--- src/rtl/nasti_stream_req_gen_if.sv ---
// nasti_stream_req_gen_if
// Groups the job-side handshake and the mover-side request channel used by
// nasti_stream_req_gen.
//   job_*   : job offer (valid/ready handshake) carrying address, length, tags
//   r_*     : chunk request to the data mover; r_ready is the completion pulse
//   busy/done/err : status (done/err are one-cycle pulses)
// Modports: master = request generator, slave = job source / mover side.
interface nasti_stream_req_gen_if #(
    parameter int ADDR_WIDTH = 64,
    parameter int DEST_WIDTH = 1,
    parameter int USER_WIDTH = 1
);
    logic                  job_valid;
    logic                  job_ready;
    logic [ADDR_WIDTH-1:0] job_addr;
    logic [ADDR_WIDTH-1:0] job_len;
    logic [DEST_WIDTH-1:0] job_dest;
    logic [USER_WIDTH-1:0] job_user;
    logic                  job_last;

    logic                  r_valid;
    logic [ADDR_WIDTH-1:0] r_addr;
    logic [ADDR_WIDTH-1:0] r_len;
    logic [DEST_WIDTH-1:0] r_dest;
    logic [USER_WIDTH-1:0] r_user;
    logic                  r_last;
    logic                  r_ready;

    logic                  busy;
    logic                  done;
    logic                  err;

    modport master (
        input  job_valid, job_addr, job_len, job_dest, job_user, job_last,
        output job_ready,
        output r_valid, r_addr, r_len, r_dest, r_user, r_last,
        input  r_ready,
        output busy, done, err
    );

    modport slave (
        output job_valid, job_addr, job_len, job_dest, job_user, job_last,
        input  job_ready,
        input  r_valid, r_addr, r_len, r_dest, r_user, r_last,
        output r_ready,
        input  busy, done, err
    );
endinterface

--- src/rtl/nasti_stream_req_gen.sv ---
// nasti_stream_req_gen
// Splits a byte-addressed job (addr, len) into mover requests that never cross
// a CHUNK_BYTES boundary. One request is outstanding at a time; the mover
// signals completion with a single-cycle r_ready while r_valid is high.
// Ports:
//   aclk, aresetn : clock, synchronous active-low reset
//   bus (master)  : job handshake in, chunk request out, busy/done/err status
module nasti_stream_req_gen #(
    parameter int ADDR_WIDTH  = 64,
    parameter int DATA_WIDTH  = 64,
    parameter int DEST_WIDTH  = 1,
    parameter int USER_WIDTH  = 1,
    parameter int CHUNK_BYTES = 4096
) (
    input  logic                    aclk,
    input  logic                    aresetn,
    nasti_stream_req_gen_if.master  bus
);
    localparam int BEAT = DATA_WIDTH / 8;
    localparam logic [ADDR_WIDTH-1:0] BEAT_MASK = ADDR_WIDTH'(BEAT - 1);
    localparam logic [ADDR_WIDTH-1:0] CHUNK     = ADDR_WIDTH'(CHUNK_BYTES);

    typedef enum logic [1:0] {S_IDLE, S_CALC, S_REQ} state_t;

    state_t                r_state;
    logic [ADDR_WIDTH-1:0] r_cur_addr;
    logic [ADDR_WIDTH-1:0] r_rem;
    logic                  r_job_last;
    logic [DEST_WIDTH-1:0] r_dest;
    logic [USER_WIDTH-1:0] r_user;
    logic                  r_valid;
    logic [ADDR_WIDTH-1:0] r_req_addr;
    logic [ADDR_WIDTH-1:0] r_req_len;
    logic                  r_req_last;
    logic                  r_done;
    logic                  r_err;

    logic                  w_job_bad;
    logic [ADDR_WIDTH-1:0] w_room;
    logic [ADDR_WIDTH-1:0] w_chunk;

    // Zero length or a length/address that is not beat aligned is rejected.
    assign w_job_bad = (bus.job_len == '0) ||
                       ((bus.job_addr & BEAT_MASK) != '0) ||
                       ((bus.job_len  & BEAT_MASK) != '0);

    // Bytes left before the next chunk boundary (CHUNK is a power of two).
    assign w_room  = CHUNK - (r_cur_addr & (CHUNK - 1'b1));
    assign w_chunk = (r_rem < w_room) ? r_rem : w_room;

    always_ff @(posedge aclk) begin
        if (!aresetn) begin
            r_state    <= S_IDLE;
            r_cur_addr <= '0;
            r_rem      <= '0;
            r_job_last <= 1'b0;
            r_dest     <= '0;
            r_user     <= '0;
            r_valid    <= 1'b0;
            r_req_addr <= '0;
            r_req_len  <= '0;
            r_req_last <= 1'b0;
            r_done     <= 1'b0;
            r_err      <= 1'b0;
        end else begin
            r_done <= 1'b0;
            r_err  <= 1'b0;
            case (r_state)
                S_IDLE: begin
                    if (bus.job_valid) begin
                        if (w_job_bad) begin
                            r_err <= 1'b1;
                        end else begin
                            r_cur_addr <= bus.job_addr;
                            r_rem      <= bus.job_len;
                            r_dest     <= bus.job_dest;
                            r_user     <= bus.job_user;
                            r_job_last <= bus.job_last;
                            r_state    <= S_CALC;
                        end
                    end
                end
                S_CALC: begin
                    r_req_addr <= r_cur_addr;
                    r_req_len  <= w_chunk;
                    r_req_last <= r_job_last && (w_chunk == r_rem);
                    r_valid    <= 1'b1;
                    r_state    <= S_REQ;
                end
                S_REQ: begin
                    if (bus.r_ready) begin
                        r_valid    <= 1'b0;
                        r_cur_addr <= r_cur_addr + r_req_len;
                        r_rem      <= r_rem - r_req_len;
                        if (r_rem == r_req_len) begin
                            r_done  <= 1'b1;
                            r_state <= S_IDLE;
                        end else begin
                            r_state <= S_CALC;
                        end
                    end
                end
                default: r_state <= S_IDLE;
            endcase
        end
    end

    assign bus.job_ready = (r_state == S_IDLE);
    assign bus.busy      = (r_state != S_IDLE);
    assign bus.r_valid   = r_valid;
    assign bus.r_addr    = r_req_addr;
    assign bus.r_len     = r_req_len;
    assign bus.r_dest    = r_dest;
    assign bus.r_user    = r_user;
    assign bus.r_last    = r_req_last;
    assign bus.done      = r_done;
    assign bus.err       = r_err;
endmodule

--- src/flat_wrapper.sv ---
// flat-port wrapper written by rule: the top's interface ports become plain ports
module nasti_stream_req_gen_flat 
#(
    parameter int ADDR_WIDTH  = 64,
    parameter int DATA_WIDTH  = 64,
    parameter int DEST_WIDTH  = 1,
    parameter int USER_WIDTH  = 1,
    parameter int CHUNK_BYTES = 4096
)
  (aclk, aresetn, bus_job_valid, bus_job_addr, bus_job_len, bus_job_dest, bus_job_user, bus_job_last, bus_job_ready, bus_r_valid, bus_r_addr, bus_r_len, bus_r_dest, bus_r_user, bus_r_last, bus_r_ready, bus_busy, bus_done, bus_err);
  nasti_stream_req_gen_if #(.ADDR_WIDTH(ADDR_WIDTH), .DEST_WIDTH(DEST_WIDTH), .USER_WIDTH(USER_WIDTH)) bus_i ();
  input  logic aclk;
  input  logic aresetn;
  input wire logic [$bits(bus_i.job_valid)-1:0] bus_job_valid;
  input wire logic [$bits(bus_i.job_addr)-1:0] bus_job_addr;
  input wire logic [$bits(bus_i.job_len)-1:0] bus_job_len;
  input wire logic [$bits(bus_i.job_dest)-1:0] bus_job_dest;
  input wire logic [$bits(bus_i.job_user)-1:0] bus_job_user;
  input wire logic [$bits(bus_i.job_last)-1:0] bus_job_last;
  output wire logic [$bits(bus_i.job_ready)-1:0] bus_job_ready;
  output wire logic [$bits(bus_i.r_valid)-1:0] bus_r_valid;
  output wire logic [$bits(bus_i.r_addr)-1:0] bus_r_addr;
  output wire logic [$bits(bus_i.r_len)-1:0] bus_r_len;
  output wire logic [$bits(bus_i.r_dest)-1:0] bus_r_dest;
  output wire logic [$bits(bus_i.r_user)-1:0] bus_r_user;
  output wire logic [$bits(bus_i.r_last)-1:0] bus_r_last;
  input wire logic [$bits(bus_i.r_ready)-1:0] bus_r_ready;
  output wire logic [$bits(bus_i.busy)-1:0] bus_busy;
  output wire logic [$bits(bus_i.done)-1:0] bus_done;
  output wire logic [$bits(bus_i.err)-1:0] bus_err;
  assign bus_i.job_valid = bus_job_valid;
  assign bus_i.job_addr = bus_job_addr;
  assign bus_i.job_len = bus_job_len;
  assign bus_i.job_dest = bus_job_dest;
  assign bus_i.job_user = bus_job_user;
  assign bus_i.job_last = bus_job_last;
  assign bus_job_ready = bus_i.job_ready;
  assign bus_r_valid = bus_i.r_valid;
  assign bus_r_addr = bus_i.r_addr;
  assign bus_r_len = bus_i.r_len;
  assign bus_r_dest = bus_i.r_dest;
  assign bus_r_user = bus_i.r_user;
  assign bus_r_last = bus_i.r_last;
  assign bus_i.r_ready = bus_r_ready;
  assign bus_busy = bus_i.busy;
  assign bus_done = bus_i.done;
  assign bus_err = bus_i.err;
  nasti_stream_req_gen #(.ADDR_WIDTH(ADDR_WIDTH), .DATA_WIDTH(DATA_WIDTH), .DEST_WIDTH(DEST_WIDTH), .USER_WIDTH(USER_WIDTH), .CHUNK_BYTES(CHUNK_BYTES)) u_core (.aclk(aclk), .aresetn(aresetn), .bus(bus_i));
endmodule
--- config.mk ---
export PLATFORM = sky130hd
export DESIGN_NAME = nasti_stream_req_gen_flat
export DESIGN_NICKNAME = d
export VERILOG_FILES = /design/src/rtl/nasti_stream_req_gen_if.sv /design/src/rtl/nasti_stream_req_gen.sv /design/src/flat_wrapper.sv
export SDC_FILE = /design/constraint.sdc
export NUM_CORES = 1
export LEC_CHECK = 0
export ABC_AREA = 1
export BUFFER_PORTS_ARGS = -buffer_cell sky130_fd_sc_hd__buf_2
export CORE_AREA = 2 2 198 200
export DETAILED_ROUTE_END_ITERATION = 12
export DIE_AREA = 0 0 200 202
export GPL_ROUTABILITY_DRIVEN = 0
export GPL_TIMING_DRIVEN = 1
export PLACE_DENSITY = 0.76
export SETUP_SLACK_MARGIN = 0.2
export SLEW_MARGIN = 20
export SYNTH_ARGS = -nofsm -noshare
export SYNTH_HDL_FRONTEND = slang
export SYNTH_SLANG_ARGS = --single-unit
--- constraint.sdc ---
create_clock -name aclk -period 3.5 [get_ports aclk]
set_clock_uncertainty 0.2 [all_clocks]
set_input_delay 0.7 -clock aclk [delete_from_list [all_inputs] [get_ports aclk]]
set_output_delay 0.7 -clock aclk [all_outputs]
set_load 0.02 [all_outputs]
==> results.py <==
metrics = {
    "placed_design": {
        "dp_cells": 4191,
        "hpwlAfterDp_um": 61300,
        "dp_slack_ps": 299,
        "io_buffers": 270,
        "place_area_sq_um": 22600,
    },
    "detailed_routing": {
        "antenna_left": 0,
        "vias_per_cell": 5.66,
        "via_count": 24100,
        "routedWlPerCell_um": 18.3,
        "wirelength_um": 77800,
        "drtPass1Iterations": 6,
        "drt_iter0_markers": 2413,
        "drc": 0,
    },
    "timing": {
        "holdWs_ps": 155,
        "setup_viol": 0,
        "setup_slack_ps": 343,
        "min_period_over_period_pct": 90.2,
        "fin_crit_ps": 3160,
        "slew_headroom_pct": 38.6,
        "tns_ps": 0,
        "rsz0062_at_grt": "true",
        "maxSlewViolCount": 0,
        "hold_violations": 0,
        "tightest_slew_ps": 921,
        "timing.fmax_ghz": 0.317,
    },
    "critical_path": {
        "path_buf_inv": 2,
        "cp_max_fo": 13,
        "crit_chain": "inv_1 > nand4_1 > nor3_4 > nand2_1 > nand2_1 > nand2_1 > ha_1 > nand2_1 > inv_1 > nand3_1 > a31oi_1 > nor2_2 > nand2_2 > nand3_1 > nand2_1 > nor2_1 > nand3_1 > nor2_1 > nor2_1 > nor2_1",
        "start_kind": "flip-flop",
        "worstSetupEndpointType": "flip-flop",
        "slowest_stage": "dfxtp_1",
        "path_common_cell": "nand2_1",
        "critPathMaxStageDelay_ps": 350,
        "rr_endpoint": "u_core.bus.r_last",
        "worst-setup-path-type": "reg2reg",
        "r2r_start": "u_core.r_cur_addr[4]",
        "rr_worst_depth": 20,
        "cpLargestDelayFamily": "simple AND/OR/NAND/NOR gates",
        "critPathRequiredTime_ps": 3830,
        "arrival_ps": 3480,
        "rrSetupSlack_ps": 340,
    },
    "grt": {
        "antenna_found_initial": 0,
        "grt-ovfl-total": 0,
        "top_usage_layer": "met2",
        "grt_use_met2_pct": 61.2,
        "grt_first_pass_wirelength_um": 119000,
        "grt_max_degree": 172,
        "grt_usage_pct": 37.7,
        "grt_pass1_vias": 22500,
        "grtUsageMet3_pct": 6.07,
        "grt_util_met1_pct": 46.9,
    },
    "clock_tree": {
        "cts_buffers": 31,
        "cts.sinks": 265,
        "postCtsHoldBufs": 0,
        "insertion_delay_ps": 600,
        "clk_pin_slew_ps": 70,
        "h-tree-depth": 1,
        "cts_tree": "done",
        "clock_path_buffers": 3,
        "cts-root-buf": "clkbuf_16",
    },
    "pwr": {
        "totalPowerFinal_mw": 9.56,
        "switching_share_pct": 36.9,
        "clkPwrFrac_pct": 36.4,
        "power_density_nw_per_um2": 402,
        "p_seq_share_pct": 33.1,
        "pwr-share-comb_pct": 30.5,
        "p_int_mw": 6.04,
        "vdd_ir_drop_max_uv": 373,
        "power_switching_mw": 3.52,
        "power.leakage_nw": 12.1,
    },
    "floorplan": {
        "core_sq_um": 38300,
        "ioPinCount": 271,
        "initial_utilization_pct": 54.4,
        "die_w_um": 200,
        "dieArea_sq_um": 40400,
        "row_count": 72,
        "die_h_um": 202,
    },
    "synthesis": {
        "synth_edf_count": 0,
        "synthCells": 3489,
        "synth_top_flop_cell": "dfxtp_1",
        "synth_area_sq_um": 20800,
        "yosysTopAreaCell": "dfxtp_1",
        "syn_avg_cell_area_sq_um": 5.97,
        "synth_nets": 3765,
        "synth.area.top_cells": "dfxtp_1 (25%), nand2_1 (13%), a21oi_1 (11%)",
        "async_flop_share_pct": 0,
        "yosysSeqAreaShare_pct": 25.5,
        "ys_ff_latch": 265,
        "ys_warn_count": 0,
        "synth_top_area_share_pct": 25.5,
        "synth_cell_types": 44,
    },
    "finish": {
        "final_cell_area_sq_um": 23800,
        "final_cell_mix": "nand2_1 (703), nor2_1 (502), inv_1 (489)",
        "drive_gt1_share_pct": 10.4,
        "finalCoreUtilization_pct": 62.2,
        "fill_cells": 3900,
        "diodes": 0,
        "final_cells": 4251,
        "seq_area_sq_um": 5310,
        "layout_commonest_cell": "nand2_1",
        "multi_input_area_sq_um": 13200,
        "nets": 3985,
        "area_growth_pct": 14.2,
    },
    "hold_path": {
        "min_path_cells": 3,
        "min-delay-start": "bus_job_addr[31]",
        "hp-class": "in2reg",
        "worstHoldEndpoint": "u_core.r_cur_addr[31]",
    },
    "outcome": {
        "outcome": "finished clean",
    },
    "run": {
        "maxCapViolCount": 0,
    },
}
==> synthesized netlist by cell type, types with 8 or more instances <==
cell type and number:
xor2_1 44, xnor2_1 10, inv_1 490, nor4_1 19
ha_1 139, buf_6 10, a21oi_1 455, clkbuf_1 77
nand4_1 34, nor2_1 504, o21bai_1 22, dfxtp_1 265
o21ai_0 330, nand3_1 202, a21o_1 9, nor3_1 81
buf_2 8, buf_1 13, or2_2 17, nand2_1 704
o21a_1 9
==> worst max-delay path by stage <==
stage | end | depth (start not counted) | slack [ps] | startpoint
after floorplan | u_core.bus.r_len[4] | 16 | 660 | u_core.r_cur_addr[0]
after global placement | u_core.bus.r_last | 18 | 360 | u_core.r_cur_addr[1]
after detailed placement | u_core.bus.r_last | 18 | 300 | u_core.r_cur_addr[1]
after CTS | u_core.bus.r_last | 18 | 280 | u_core.r_cur_addr[1]
after global routing | u_core.bus.r_last | 20 | 80 | u_core.r_cur_addr[7]
final | u_core.bus.r_last | 20 | 340 | u_core.r_cur_addr[4]
==> layer usage <==
metal	up-vias	routed length, um
met3	284	7220
met5	-	0
met2	1137	35000
li1	11800	-
met4	0	5340
met1	10800	30300
==> registers in the layout, indices dropped and copies added, names as in the netlist <==
signal / flops
u_core.bus.r_dest: 1
u_core.bus.r_user: 1
u_core.r_cur_addr: 64
u_core.r_rem: 64
u_core.bus.r_addr: 64
u_core.bus.done: 1
u_core.r_state: 2
u_core.bus.r_valid: 1
u_core.r_job_last: 1
u_core.bus.r_len: 64
u_core.bus.r_last: 1
u_core.bus.err: 1
==> repair_timing <==
| action | in CTS | in global routing |
|---|---|---|
| resized for setup | 0 | 10 |
| setup buffers | 0 | 2 |
| endpoints found under the setup margin | 0 | 18 |
==> worst min-delay path, cell delays in order <==
cell and delay (ps):
buf_2 70, a21oi_1 50, a21oi_1 110
==> power by group through the flow <==
stage	Clock (mW)	Sequential (mW)	Combinational [mW]
after floorplan	0	3.26	1.88
after global placement	0	3.23	2.74
after detailed placement	0	3.23	2.76
after CTS	3.51	3.16	2.78
after global routing	3.63	3.17	3.19
final	3.48	3.16	2.92
==> cells by family (layout without fill, tap and decap cells) <==
logic type                 count (synthesis)  in the layout  synth area share (%)
AOI/OAI and AO/OA                        838            838                  20.7
xor gates and xnor gates                  54             54                  2.27
adders and majority gates                141            141                  8.54
buffers and inverters                    603            846                  11.3
DFF                                      265            265                  25.5
muxes                                      3              3                 0.150
and+or+nand+nor                         1585           1586                  31.5
==> cell type report <==
cell class	instances	share of cell area (%)
sequential	265	22.3
tap	518	2.72
timing repair buffer	295	6.95
multi-input combinational	2622	55.6
clock inverter	20	1.05
clock buffer	37	3.57
inverter	494	7.82
Note: power is estimated with default switching activity, not from simulation.
